<file path="config.mk">
export PLATFORM = sky130hd
export DESIGN_NAME = fetch_unit
export DESIGN_NICKNAME = d
export VERILOG_FILES = /design/src/rtl/fetch_unit_pkg.sv /design/src/rtl/fetch_unit_queue.sv /design/src/rtl/fetch_unit.sv
export SDC_FILE = /design/constraint.sdc
export NUM_CORES = 1
export LEC_CHECK = 0
export CORE_MARGIN = 2
export CORE_UTILIZATION = 50
export CTS_CLUSTER_DIAMETER = 50
export DETAILED_ROUTE_END_ITERATION = 10
export GPL_TIMING_DRIVEN = 0
export PLACE_DENSITY = 0.8
export SYNTH_ARGS = -nofsm -noshare
export SYNTH_HDL_FRONTEND = slang
export SYNTH_SLANG_ARGS = --single-unit
</file>
<file path="constraint.sdc">
create_clock -name clk -period 4.09 [get_ports clk]
set_clock_uncertainty 0.15 [all_clocks]
set_input_delay 1.0225 -clock clk [delete_from_list [all_inputs] [get_ports clk]]
set_output_delay 1.0225 -clock clk [all_outputs]
set_load 0.02 [all_outputs]
</file>
<file path="src/rtl/fetch_unit_pkg.sv">
//==============================================================================
// Module      : fetch_unit_pkg
// Description : Shared CPU fetch definitions: widths, instruction memory size,
//               reset PC and the packed {pc, instr} prefetch entry.
// Revision    : 1.0 - initial release
//==============================================================================
`default_nettype none

package fetch_unit_pkg;

    localparam int ADDR_W    = 16;
    localparam int INSTR_W   = 16;
    localparam int MEM_WORDS = 64;
    localparam int ENTRY_W   = ADDR_W + INSTR_W;

    localparam logic [ADDR_W-1:0] RESET_PC = 16'h0000;

    // One prefetch queue slot: the byte PC travels with its instruction word.
    typedef struct packed {
        logic [ADDR_W-1:0]  pc;
        logic [INSTR_W-1:0] instr;
    } fetch_entry_t;

    function automatic fetch_entry_t make_entry(input logic [ADDR_W-1:0]  pc,
                                                input logic [INSTR_W-1:0] instr);
        fetch_entry_t e;
        e.pc    = pc;
        e.instr = instr;
        return e;
    endfunction

endpackage

`default_nettype wire

</file>
<file path="src/rtl/fetch_unit_queue.sv">
//==============================================================================
// Module      : fetch_unit_queue
// Description : Prefetch FIFO between the PC logic and decode. Push is taken
//               while full when a pop happens in the same cycle; flush wins
//               over push and pop. Head data comes straight from the storage
//               registers.
// Revision    : 1.0 - initial release
//==============================================================================
`default_nettype none

module fetch_unit_queue #(
    parameter int DEPTH = 2,
    parameter int WIDTH = 32
) (
    input  logic                         clk,
    input  logic                         rst,
    input  logic                         i_push,
    input  logic                         i_pop,
    input  logic                         i_flush,
    input  logic [WIDTH-1:0]             i_wdata,
    output logic [WIDTH-1:0]             o_rdata,
    output logic [$clog2(DEPTH):0]       o_count,
    output logic                         o_full,
    output logic                         o_empty
);

    localparam int PTR_W = $clog2(DEPTH);
    localparam int CNT_W = PTR_W + 1;
    localparam logic [CNT_W-1:0] c_DEPTH_CNT = CNT_W'(DEPTH);

    logic [WIDTH-1:0] r_mem [DEPTH];
    logic [PTR_W-1:0] r_rd_ptr;
    logic [PTR_W-1:0] r_wr_ptr;
    logic [CNT_W-1:0] r_count;

    logic w_do_pop;
    logic w_do_push;

    assign o_count = r_count;
    assign o_full  = (r_count == c_DEPTH_CNT);
    assign o_empty = (r_count == '0);
    assign o_rdata = r_mem[r_rd_ptr];

    // A full queue still accepts a push when the head leaves in the same cycle;
    // the freed slot is the one the write pointer already points at.
    assign w_do_pop  = i_pop & ~o_empty;
    assign w_do_push = i_push & (~o_full | w_do_pop);

    // Storage, pointers and occupancy; flush empties the queue outright.
    always_ff @(posedge clk or posedge rst) begin
        if (rst) begin
            r_rd_ptr <= '0;
            r_wr_ptr <= '0;
            r_count  <= '0;
            for (int i = 0; i < DEPTH; i++) begin
                r_mem[i] <= '0;
            end
        end else if (i_flush) begin
            r_rd_ptr <= '0;
            r_wr_ptr <= '0;
            r_count  <= '0;
        end else begin
            if (w_do_push) begin
                r_mem[r_wr_ptr] <= i_wdata;
                r_wr_ptr        <= r_wr_ptr + 1'b1;
            end
            if (w_do_pop) begin
                r_rd_ptr <= r_rd_ptr + 1'b1;
            end
            case ({w_do_push, w_do_pop})
                2'b10:   r_count <= r_count + 1'b1;
                2'b01:   r_count <= r_count - 1'b1;
                default: r_count <= r_count;
            endcase
        end
    end

endmodule

`default_nettype wire

</file>
<file path="src/rtl/fetch_unit.sv">
//==============================================================================
// Module      : fetch_unit
// Description : Instruction fetch controller. Owns the PC, reads the
//               combinational word-aligned instruction memory, buffers words
//               in a small prefetch queue and hands them to decode over
//               valid/ready. Handles redirects, halt and sticky fetch faults.
// Revision    : 1.0 - initial release
//==============================================================================
`default_nettype none

module fetch_unit
    import fetch_unit_pkg::*;
#(
    parameter int QDEPTH = 2
) (
    input  logic               clk,
    input  logic               rst,
    output logic [ADDR_W-1:0]  imem_addr,
    input  logic [INSTR_W-1:0] imem_instr,
    input  logic               redirect_valid,
    input  logic [ADDR_W-1:0]  redirect_pc,
    input  logic               halt,
    output logic               out_valid,
    output logic [INSTR_W-1:0] out_instr,
    output logic [ADDR_W-1:0]  out_pc,
    input  logic               out_ready,
    output logic               fault,
    output logic [ADDR_W-1:0]  fault_pc
);

    localparam int CNT_W = $clog2(QDEPTH) + 1;
    localparam logic [ADDR_W:0] c_PC_LIMIT = (ADDR_W + 1)'(2 * MEM_WORDS);

    logic [ADDR_W-1:0] r_pc;
    logic              r_fault;
    logic [ADDR_W-1:0] r_fault_pc;

    logic              w_pc_ok;
    logic              w_may_fetch;
    logic              w_pop;
    logic              w_room;
    logic              w_push;
    logic              w_fault_set;
    fetch_entry_t      w_wr_entry;
    fetch_entry_t      w_head;
    logic [ENTRY_W-1:0] w_rdata;
    logic [CNT_W-1:0]  w_count;
    logic              w_full;
    logic              w_empty;
    logic              w_unused_count;

    // A fetch is legal only on an even byte address inside the memory.
    assign w_pc_ok     = ~r_pc[0] & ({1'b0, r_pc} < c_PC_LIMIT);
    // Redirect, halt and a pending fault all stop the PC from issuing.
    assign w_may_fetch = ~halt & ~r_fault & ~redirect_valid;
    assign w_pop       = out_valid & out_ready;
    assign w_room      = ~w_full | w_pop;
    assign w_push      = w_may_fetch & w_room & w_pc_ok;
    assign w_fault_set = w_may_fetch & ~w_pc_ok;

    assign w_wr_entry  = make_entry(r_pc, imem_instr);
    assign w_head      = fetch_entry_t'(w_rdata);

    assign imem_addr   = r_pc;
    assign out_valid   = ~w_empty;
    assign out_pc      = w_head.pc;
    assign out_instr   = w_head.instr;
    assign fault       = r_fault;
    assign fault_pc    = r_fault_pc;

    // Occupancy is only needed inside the queue; full/empty carry the control.
    assign w_unused_count = ^w_count;

    // Program counter: a redirect always lands, otherwise step on each push.
    always_ff @(posedge clk or posedge rst) begin
        if (rst) begin
            r_pc <= RESET_PC;
        end else if (redirect_valid) begin
            r_pc <= redirect_pc;
        end else if (w_push) begin
            r_pc <= r_pc + ADDR_W'(2);
        end
    end

    // Sticky fault: captured on the first illegal fetch, cleared by redirect.
    always_ff @(posedge clk or posedge rst) begin
        if (rst) begin
            r_fault    <= 1'b0;
            r_fault_pc <= '0;
        end else if (redirect_valid) begin
            r_fault    <= 1'b0;
            r_fault_pc <= '0;
        end else if (w_fault_set) begin
            r_fault    <= 1'b1;
            r_fault_pc <= r_pc;
        end
    end

    fetch_unit_queue #(
        .DEPTH (QDEPTH),
        .WIDTH (ENTRY_W)
    ) u_queue (
        .clk     (clk),
        .rst     (rst),
        .i_push  (w_push),
        .i_pop   (w_pop),
        .i_flush (redirect_valid),
        .i_wdata (w_wr_entry),
        .o_rdata (w_rdata),
        .o_count (w_count),
        .o_full  (w_full),
        .o_empty (w_empty)
    );

endmodule

`default_nettype wire

</file>
==> run summary <==
Layout Nets: 489
postcts setup bufs: 0
Peak supply drop: 0.236 mV
CTS resizes: 0
clock root buffer: clkbuf_8
ANT nets after route: 0
setup tns final: 0 ps
Std-Cell Rows: 34
Static Leak: 2.75 nW
critical path type: flip-flop to output pin
clk_lat worst skew: 350 ps
CTS tree: done
number of library cell types mapped by synthesis: 42
drt drc: 0
IO Port Bufs: 100
final hold slack: 344 ps
Worst Path Required: 2920 ps
Reg2Reg Setup Slack: 1620 ps
final cell count without fillers: 564
met3 wire length: 586 um
Congestion Overflow GR: 0
Die ar.: 9680 um2
CP Max Fanout: 10
Worst Hold Class: flip-flop to flip-flop
share of layout cells above drive strength 1: 25.7%
H-tree Lvls: 3
Clock transition at path regs: 100 ps
fin area: 5860 um2
FMAX: 0.277 GHz
WL met2: 4640 um
RSZ-0062 raised after global routing: no
antenna violations before repair: 0
flops & latches, synth: 101
# setup viols final: 0
Worst-Margin Slew: 634 ps
clock sink total: 101
die height: 98.4 um
CORE AREA: 8680 um2
Slew headroom: 57.7%
largest net degree at the start of global routing: 68
drt wl/cell: 17.1 um
Worst Setup Slack, final: 480 ps
Total GRT Usage: 21.2%
via count: 3051
first-pass GRT wire length: 16400 um
syn_nets: 377
DP HPWL: 6700 um
Pre-antenna DRT Iters: 4
crit end category: output pin
main flop type after synthesis: dfrtp_1
# IOs: 103
Antenna Cells: 0
Longest Clk Path Bufs: 2
number of CTS-inserted buffers: 9
Async SR Flop Fraction: 100%
initial core utilization: 51.4%
arrival time worst endpoint: 2440 ps
Yosys warnings: 0
fin util: 67.5%
crit path launch type: flip-flop
cell area power density: 347 nW/um2
fin crit share: 88.3%
Initial DRC Count: 130
Placer Congestion: 0.777
Avg Cell Area, Syn: 13.1 um2
Post-synth EDFFs: 0
Cells after DPL: 548
worst slack, placed: 706 ps
max-cap check violation count: 0
dpl cell area: 5620 um2
status: completed
Final Hold Viols: 0
Total Power: 2.03 mW
Max Used Layer: met4
DR vias/cell: 5.41
synthesized area: 4460 um2
register area share after synthesis: 56.7%
post-layout min period: 3610 ps
Area Overhead vs Synth: 31.4%
WL final: 9670 um
Syn Inst Count: 339
die width: 98.4 um
CTS hold repair buffers: 0
DRT met1 WL: 4360 um
Max Slew Vio Count: 0
vias in the first global route: 3318
[state kept, by name, summed over array words and instances (netlist names)]
| signal | flops |
|---|---|
| u_queue.r_mem | 64 |
| u_queue.r_rd_ptr | 1 |
| u_queue.o_count | 2 |
| u_queue.r_wr_ptr | 1 |
| imem_addr | 16 |
| fault_pc | 16 |
| fault | 1 |
[area by class of cell]
class                           count  area (um2)
Multi-Input combinational cell    211        1790
Sequential cell                   101        2530
Timing Repair Buffer              101        1030
Fill cell                         664        2820
Clock buffer                       10         138
Tap cell                          108         135
Inverter                            3        13.8
Clock inverter                      6        95.1
Buffer                             24         133
[cell usage in the layout (no fill, tap or decap), types with 5 or more instances in the layout]
| master | count |
|---|---|
| mux2_2 | 64 |
| and2_1 | 10 |
| o21ai_0 | 17 |
| dfrtp_1 | 101 |
| nor2_1 | 7 |
| nand2_1 | 32 |
| nor2b_1 | 11 |
| clkbuf_1 | 15 |
| clkdlybuf4s50_1 | 100 |
| buf_6 | 5 |
| clkbuf_8 | 10 |
| mux2_4 | 19 |
[critical path, stage by stage (launching register included)]
cell and delay (ps):
dfrtp_1 340, clkbuf_1 260, clkbuf_1 540, mux2_2 410
clkdlybuf4s50_1 540
[metal layers]
| metal | vias to the layer above | global-route usage (%) |
|---|---|---|
| li1 | 1421 | - |
| met1 | 1526 | 29.9 |
| met2 | 96 | 33.9 |
| met3 | 8 | 5.04 |
| met4 | 0 | 4.74 |
| met5 | - | 0 |
[synthesized netlist by cell type (all sizes together) (2+ instances only)]
library cell,instances,share of area [%]
dfrtp,101,57
mux2,85,23
nand2,32,2.7
o21ai,17,1.9
clkbuf,15,1.3
nor2b,11,1.5
and2,10,1.4
buf,9,1.7
nor2,7,0.59
a31oi,4,0.56
and3,4,0.56
o211ai,4,0.67
a22o,3,0.59
inv,3,0.25
nand3,3,0.34
nand4,3,0.56
nor3,3,0.59
mux2i,2,0.45
nand4b,2,0.39
nor4,2,0.56
or3,2,0.28
or4,2,0.34
[path summary, 6_finish.rpt]
check                                  start                 to  cells past startpoint
setup / recovery            u_queue.r_rd_ptr       out_instr[9]                      4
hold / removal             u_queue.r_mem[62]  u_queue.r_mem[62]                      1
setup reg to reg               imem_addr[10]  u_queue.r_mem[17]                      7
hold reg to reg            u_queue.r_mem[62]  u_queue.r_mem[62]                      1
max in group asynchronous                rst  u_queue.r_mem[55]                      3
min in group asynchronous                rst  u_queue.r_mem[37]                      2
[report_power, final]
group / leakage, nW / internal [mW] / switching (mW)
sequential: 1.36 / 1.03 / 0.0380
combinational: 1.28 / 0.124 / 0.121
clock: 0.111 / 0.367 / 0.348
[logic make-up after synthesis]
| kind of cell | count (synthesis) | share of synthesized area, % |
|---|---|---|
| flops | 101 | 56.7 |
| mux | 87 | 23.5 |
| simple gates | 85 | 10.7 |
| compound gates | 37 | 5.39 |
| buf+inv | 27 | 3.23 |
| xor+xnor | 1 | 0.197 |
| fa+ha+maj | 1 | 0.281 |
Note: power is estimated with default switching activity, not from simulation.
